<file path="src/rtl/nes_cart_mem_pkg.sv">
// Shared types and constants for the cartridge memory arbiter: region prefixes,
// FSM state encoding and transaction owner encoding.
package nes_cart_mem_pkg;

  localparam int unsigned FLAT_ADDR_W = 20;

  localparam logic [FLAT_ADDR_W-1:0] PRG_ROM_BASE = 20'h00000;
  localparam logic [FLAT_ADDR_W-1:0] CHR_BASE     = 20'h80000;
  localparam logic [FLAT_ADDR_W-1:0] PRG_RAM_BASE = 20'hC0000;

  typedef enum logic [1:0] {
    StIdle,
    StIssue,
    StWaitRd,
    StDone
  } state_e;

  typedef enum logic {
    OWN_CPU = 1'b0,
    OWN_PPU = 1'b1
  } owner_e;

  typedef enum logic [1:0] {
    RegPrgRom,
    RegPrgRam,
    RegChr
  } region_e;

endpackage

</file>
<file path="src/rtl/cart_mem_addr_map.sv">
// Translates a mapper-level address into the flat cartridge memory address and
// decides whether the access must be dropped without a memory cycle.
module cart_mem_addr_map
  import nes_cart_mem_pkg::*;
(
  input  region_e                  region_i,
  input  logic                     we_i,
  input  logic [18:0]              rom_addr_i,
  input  logic [14:0]              ram_addr_i,
  input  logic [17:0]              chr_addr_i,
  input  logic                     chr_is_ram_i,
  input  logic                     prg_ram_en_i,
  output logic [FLAT_ADDR_W-1:0]   addr_o,
  output logic                     drop_o
);

  always_comb begin
    addr_o = PRG_ROM_BASE | FLAT_ADDR_W'(rom_addr_i);
    drop_o = we_i;
    case (region_i)
      RegPrgRam: begin
        addr_o = PRG_RAM_BASE | FLAT_ADDR_W'(ram_addr_i);
        drop_o = ~prg_ram_en_i;
      end
      RegChr: begin
        addr_o = CHR_BASE | FLAT_ADDR_W'(chr_addr_i);
        drop_o = we_i & ~chr_is_ram_i;
      end
      default: begin
        // PRG ROM is read-only: writes are swallowed.
        addr_o = PRG_ROM_BASE | FLAT_ADDR_W'(rom_addr_i);
        drop_o = we_i;
      end
    endcase
  end

endmodule

</file>
<file path="src/rtl/cart_mem_arbiter.sv">
// Shares one cartridge memory port between CPU PRG and PPU CHR requesters with
// PPU priority, a bounded PPU streak, and one req/gnt/rvalid transaction in flight.
module cart_mem_arbiter
  import nes_cart_mem_pkg::*;
#(
  parameter int unsigned MEM_ADDR_W     = 20,
  parameter int unsigned PPU_STREAK_MAX = 4
) (
  input  logic                  clk_i,
  input  logic                  rst_n_i,
  input  logic                  cpu_req_i,
  input  logic                  cpu_sel_ram_i,
  input  logic                  cpu_we_i,
  input  logic [18:0]           cpu_rom_addr_i,
  input  logic [14:0]           cpu_ram_addr_i,
  input  logic [7:0]            cpu_wdata_i,
  output logic                  cpu_ack_o,
  output logic [7:0]            cpu_rdata_o,
  input  logic                  ppu_req_i,
  input  logic                  ppu_we_i,
  input  logic [17:0]           ppu_addr_i,
  input  logic [7:0]            ppu_wdata_i,
  output logic                  ppu_ack_o,
  output logic [7:0]            ppu_rdata_o,
  input  logic                  chr_is_ram_i,
  input  logic                  prg_ram_en_i,
  output logic                  mem_req_o,
  output logic                  mem_we_o,
  output logic [MEM_ADDR_W-1:0] mem_addr_o,
  output logic [7:0]            mem_wdata_o,
  input  logic                  mem_gnt_i,
  input  logic                  mem_rvalid_i,
  input  logic [7:0]            mem_rdata_i
);

  state_e                  r_state, w_state_nxt;
  owner_e                  r_owner;
  logic                    r_we;
  logic [MEM_ADDR_W-1:0]   r_addr;
  logic [7:0]              r_wdata, r_cpu_rdata, r_ppu_rdata;
  logic [3:0]              r_streak;

  region_e                 w_cpu_region;
  logic [FLAT_ADDR_W-1:0]  w_cpu_addr, w_ppu_addr, w_win_addr;
  logic                    w_cpu_drop, w_ppu_drop, w_win_drop;
  logic                    w_idle, w_streak_full, w_win_ppu, w_win_cpu, w_win_we;
  logic [7:0]              w_win_wdata;

  assign w_cpu_region = cpu_sel_ram_i ? RegPrgRam : RegPrgRom;

  cart_mem_addr_map u_cpu_map (
    .region_i     (w_cpu_region),
    .we_i         (cpu_we_i),
    .rom_addr_i   (cpu_rom_addr_i),
    .ram_addr_i   (cpu_ram_addr_i),
    .chr_addr_i   (18'h0),
    .chr_is_ram_i (chr_is_ram_i),
    .prg_ram_en_i (prg_ram_en_i),
    .addr_o       (w_cpu_addr),
    .drop_o       (w_cpu_drop)
  );

  cart_mem_addr_map u_ppu_map (
    .region_i     (RegChr),
    .we_i         (ppu_we_i),
    .rom_addr_i   (19'h0),
    .ram_addr_i   (15'h0),
    .chr_addr_i   (ppu_addr_i),
    .chr_is_ram_i (chr_is_ram_i),
    .prg_ram_en_i (prg_ram_en_i),
    .addr_o       (w_ppu_addr),
    .drop_o       (w_ppu_drop)
  );

  // PPU wins ties unless it has already starved a waiting CPU for the full streak.
  assign w_idle        = (r_state == StIdle);
  assign w_streak_full = (r_streak == 4'(PPU_STREAK_MAX));
  assign w_win_ppu     = w_idle & ppu_req_i & (~cpu_req_i | ~w_streak_full);
  assign w_win_cpu     = w_idle & cpu_req_i & ~w_win_ppu;
  assign w_win_drop    = w_win_ppu ? w_ppu_drop  : w_cpu_drop;
  assign w_win_we      = w_win_ppu ? ppu_we_i    : cpu_we_i;
  assign w_win_addr    = w_win_ppu ? w_ppu_addr  : w_cpu_addr;
  assign w_win_wdata   = w_win_ppu ? ppu_wdata_i : cpu_wdata_i;

  always_ff @(posedge clk_i or negedge rst_n_i) begin
    if (!rst_n_i) begin
      r_state <= StIdle;
    end else begin
      r_state <= w_state_nxt;
    end
  end

  always_comb begin
    w_state_nxt = r_state;
    unique case (r_state)
      StIdle: begin
        if (w_win_ppu || w_win_cpu) begin
          w_state_nxt = w_win_drop ? StDone : StIssue;
        end
      end
      StIssue: begin
        if (mem_gnt_i) begin
          w_state_nxt = r_we ? StDone : StWaitRd;
        end
      end
      StWaitRd: begin
        if (mem_rvalid_i) begin
          w_state_nxt = StDone;
        end
      end
      StDone:   w_state_nxt = StIdle;
      default:  w_state_nxt = StIdle;
    endcase
  end

  always_ff @(posedge clk_i or negedge rst_n_i) begin
    if (!rst_n_i) begin
      r_owner     <= OWN_CPU;
      r_we        <= 1'b0;
      r_addr      <= '0;
      r_wdata     <= 8'h00;
      r_cpu_rdata <= 8'h00;
      r_ppu_rdata <= 8'h00;
      r_streak    <= 4'd0;
    end else begin
      if (w_win_ppu || w_win_cpu) begin
        r_owner <= w_win_ppu ? OWN_PPU : OWN_CPU;
        r_we    <= w_win_we;
        r_addr  <= MEM_ADDR_W'(w_win_addr);
        r_wdata <= w_win_wdata;
        // A dropped read completes with 0x00 as its data.
        if (w_win_drop && !w_win_we) begin
          if (w_win_ppu) r_ppu_rdata <= 8'h00;
          else           r_cpu_rdata <= 8'h00;
        end
      end
      if (r_state == StWaitRd && mem_rvalid_i) begin
        if (r_owner == OWN_PPU) r_ppu_rdata <= mem_rdata_i;
        else                    r_cpu_rdata <= mem_rdata_i;
      end
      if (w_win_cpu) begin
        r_streak <= 4'd0;
      end else if (w_win_ppu && cpu_req_i) begin
        if (!w_streak_full) r_streak <= r_streak + 4'd1;
      end else if (w_idle && !cpu_req_i) begin
        r_streak <= 4'd0;
      end
    end
  end

  assign mem_req_o   = (r_state == StIssue);
  assign mem_we_o    = mem_req_o & r_we;
  assign mem_addr_o  = r_addr;
  assign mem_wdata_o = r_wdata;
  assign cpu_ack_o   = (r_state == StDone) && (r_owner == OWN_CPU);
  assign ppu_ack_o   = (r_state == StDone) && (r_owner == OWN_PPU);
  assign cpu_rdata_o = r_cpu_rdata;
  assign ppu_rdata_o = r_ppu_rdata;

endmodule

</file>
<file path="config.mk">
export PLATFORM = sky130hd
export DESIGN_NAME = cart_mem_arbiter
export DESIGN_NICKNAME = d
export VERILOG_FILES = /design/src/rtl/nes_cart_mem_pkg.sv /design/src/rtl/cart_mem_addr_map.sv /design/src/rtl/cart_mem_arbiter.sv
export SDC_FILE = /design/constraint.sdc
export NUM_CORES = 1
export LEC_CHECK = 0
export ABC_AREA = 1
export CAP_MARGIN = 10
export CELL_PAD_IN_SITES_DETAIL_PLACEMENT = 1
export CELL_PAD_IN_SITES_GLOBAL_PLACEMENT = 1
export CORE_MARGIN = 10
export CORE_UTILIZATION = 31
export CTS_CLUSTER_DIAMETER = 80
export DETAILED_ROUTE_END_ITERATION = 6
export PLACE_DENSITY = 0.95
export SYNTH_ARGS = -nofsm -noshare
export SYNTH_HDL_FRONTEND = slang
export SYNTH_SLANG_ARGS = --single-unit
</file>
<file path="constraint.sdc">
create_clock -name clk_i -period 3.35 [get_ports clk_i]
set_clock_uncertainty 0.05 [all_clocks]
set_input_delay 0.335 -clock clk_i [delete_from_list [all_inputs] [get_ports clk_i]]
set_output_delay 0.335 -clock clk_i [all_outputs]
set_load 0.1 [all_outputs]
</file>
==> qor.csv <==
stage,metric,value,unit
floorplanning,fp.dieW,114,um
layout,drive_above_1_share,9.57,%
sta,max_slew_margin,30.5,%
worst_setup_path,worstPathCellList,clkdlybuf4s50_1,
sta,setup_tns,0,ns
sta,finalHoldViolCount,0,
yosys,synthesized_area_fraction_occupied_by_adder_cells,3.21,%
worst_setup_path,cp_slowest_cell,clkdlybuf4s50_1,
worst_setup_path,setup.worst_path.start_class,flip-flop,
worst_setup_path,critical_path_peak_fanout,2,
global_route,first_global_vias,3085,
sta,maxSlewViolCount,0,
sta,layout_min_cycle_time,2.25,ns
layout,area.growth.synth_to_final,55.3,%
yosys,synthesis.instances,328,
yosys,synth_top_family_by_area,simple AND/OR/NAND/NOR gates,
clock_network,cts_htree_levels,2,
hold_path,hold_end,mem_addr_o[1]$_DFFE_PN0N_,
placement,final_wtd_congestion,0.743,
floorplanning,io-pin-count,135,
sta,fmax,445,MHz
yosys,synth_compound_gate_area_share,8.17,%
hold_path,holdCritStartpoint,mem_addr_o[1]$_DFFE_PN0N_,
layout,antennaDiodeCount,0,
yosys,ys.warnings.count,0,
worst_setup_path,crit_family,buffers and inverters,
clock_network,clock-root-buffer,clkbuf_8,
yosys,synth.top_cells.by_area,"dfrtp_1 (48%), nand2_1 (16%), nand3_1 (6.6%), mux2_2 (3.3%), ha_1 (3.2%)",
route,number_of_nets_with_antenna_violations_after_detailed_routing,0,
floorplanning,die_height,114,um
status,run_status,finished clean,
clock_network,tritoncts_clock_tree,built,
worst_setup_path,worstSetupPathType,reg2out,
worst_setup_path,cp_slowest_stage_delay,1.17,ns
yosys,yosys.cell_types.count,29,
worst_setup_path,critical_path_buf_inv_count,1,
yosys,asyncSetResetFlopFracSynth,100,%
yosys,synthesis.nets,422,
global_route,top_usage_layer,met2,
worst_setup_path,timing.critical_path.required,2.96,ns
yosys,yosys-top-cells-count,"nand2_1 (116), dfrtp_1 (52), nand3_1 (36)",
global_route,grt_start_max_net_pins,33,
yosys,dominantRegCellSynth,dfrtp_1,
yosys,post-synth-top-area-cell,dfrtp_1,
placement,placed_cells_incl_taps,559,
global_route,grt_antenna_before_repair,0,
global_route,grt_first_pass_wirelength,16400,um
clock_network,ctsLongestPathBuffers,2,
route,wire_per_inst,17.7,um
clock_network,total_clock_buffers_created_by_cts,5,
global_route,gr_layer_usage_met1,16.4,%
yosys,postSynthRegisterBits,52,
route,first_pass_iters,4,
worst_setup_path,worstPathArrival,1.86,ns
flow_run,cap_viol_max_count,0,
placement,port_buffers,134,
layout,fill_cell_instance_count_of_the_final_layout,1056,
floorplanning,start_util,31.6,%
yosys,yosysSeqAreaShare,47.8,%
clock_network,clk_pin_slew,0.10,ns
sta,final.period_utilization,67.0,%
route,routed_via_density,4.77,
worst_setup_path,r2r_start,r_state[1]$_DFFE_PN0P_,
yosys,muxShareOfSynthArea,3.31,%
yosys,post_synth_instance_area,2730,sq um
yosys,yosys.area_share.simple,29.8,%
yosys,synth.most_common_cell,nand2_1,
route,initialDrtViolationCount,100,
placement,place.detailed.hpwl,8280,um
yosys,post_synth.cell_area_avg,8.31,sq um
global_route,grtUsageMet2,28.8,%
route,route.final.wire_length,10100,um
clock_network,clock_sinks,52,
global_route,grt_use_met3,6.09,%
worst_setup_path,rr_worst_depth,9,
worst_setup_path,critical_path.endpoint_type,output pin,
sta,worstMarginPinSlew,1.04,ns
hold_path,timing.hold.worst_path_depth,2,
floorplanning,placeableCoreArea,8640,sq um
route,vias,2708,
layout,final_cell_count_no_fill,568,
yosys,synth_xor_xnor_area_share,0.643,%
global_route,track_usage,15.7,%
yosys,synth_edf_count,0,
global_route,grt_overflow,0,
route,detail_route.drc_violations,0,
worst_setup_path,critical_path.reg2reg.endpoint,cpu_rdata_o[1]$_DFF_PN0_,
floorplanning,fp.dieArea,12900,sq um
sta,grt_setup_unrepaired,false,
hold_path,min-delay-path-class,reg2reg,
sta,setup_viol,0,
clock_network,cts.repair_timing.setup_buffer_count,0,
clock_network,worstSkewPairLatency,0.30,ns
floorplanning,rows,34,
yosys,post-synth-top-area-fraction,47.8,%
layout,layout.nets,553,
worst_setup_path,worst-r2r-setup-slack,1.36,ns
## layout by cell type, fill, tap and decap left out, drive strengths merged, types with 2 or more instances in the layout
cell	Yosys	final
clkdlybuf4s50	0	129
nand2	120	120
buf	11	8
clkinv	1	2
nand3	37	37
xor2	2	2
dfrtp	52	52
o2111ai	5	5
inv	28	30
a21boi	6	6
o21ai	13	13
a21oi	3	3
clkbuf	3	5
nor2	17	17
o211ai	6	6
or2	6	6
mux2	8	8
ha	7	7
## per-stage QoR
stage / util [%] / setup WS (ns) / area [sq um] / hold slack [ns]
2_1_floorplan: - / 0.901 / 2730 / -0.0106
3_3_place_gp: 47.8 / 1.34 / 4130 / 0.262
3_5_place_dp: 47.8 / 1.24 / 4130 / 0.271
4_1_cts: 49.0 / 1.08 / 4230 / 0.467
5_1_grt: 49.0 / 1.05 / 4230 / 0.486
6_report: 49.0 / 1.10 / 4230 / 0.461
## flip-flops by register name, indices dropped and copies added, names as in the netlist
register     count
cpu_rdata_o      8
mem_addr_o      20
mem_wdata_o      8
ppu_rdata_o      8
r_owner          1
r_state          2
r_streak         4
r_we             1
## worst register-to-register path, delay by kind of cell, from the launching register on
family        cells  cell delay [ns]
simple gates      6             0.69
flops             1             0.45
buf+inv           2             0.45
fa+ha+maj         1             0.27
## how the worst max path moves through the flow
stage / cells after the start / startpoint / endpoint
after detailed placement: 8 / cpu_req_i / cpu_rdata_o[1]$_DFF_PN0_
after global routing: 1 / mem_addr_o[12]$_DFFE_PN0N_ / mem_addr_o[12]
after floorplan: 6 / r_state[1]$_DFFE_PN0P_ / r_state[0]$_DFFE_PN0P_
final: 1 / mem_addr_o[12]$_DFFE_PN0N_ / mem_addr_o[12]
after global placement: 8 / cpu_req_i / cpu_rdata_o[7]$_DFF_PN0_
after CTS: 1 / mem_addr_o[12]$_DFFE_PN0N_ / mem_addr_o[12]
## area by class of cell
class	count	area, sq um	share of cell area [%]
Clock buffer	5	68.8	1.63
Sequential cell	52	1300	30.8
Clock inverter	3	26.3	0.621
Tap cell	108	135	3.19
Inverter	29	109	2.57
Multi-Input combinational cell	233	1230	29.1
Timing Repair Buffer	138	1360	32.1
## per-layer routing
metal  vias up  part of all wire [%]
met1      1308                    37
met3         8                   7.9
li1       1308                     -
met5         -                     0
met2        84                    53
met4         0                   1.3
## kinds of logic (layout without fill, tap and decap cells)
group / Yosys count / in the layout
and+or+nand+nor: 182 / 182
DFF: 52 / 52
buffers and inverters: 43 / 175
AOI/OAI and AO/OA: 34 / 34
muxes: 8 / 8
adders and majority gates: 7 / 7
xor gates and xnor gates: 2 / 2
## timing repair
action,4_1_cts,5_1_grt
endpoints found under the hold margin,20,0
hold buffers,1,0
resized for setup,0,0
Power is not shown: default switching activity piles up to over one toggle a cycle in this logic, so the estimate is an artifact.
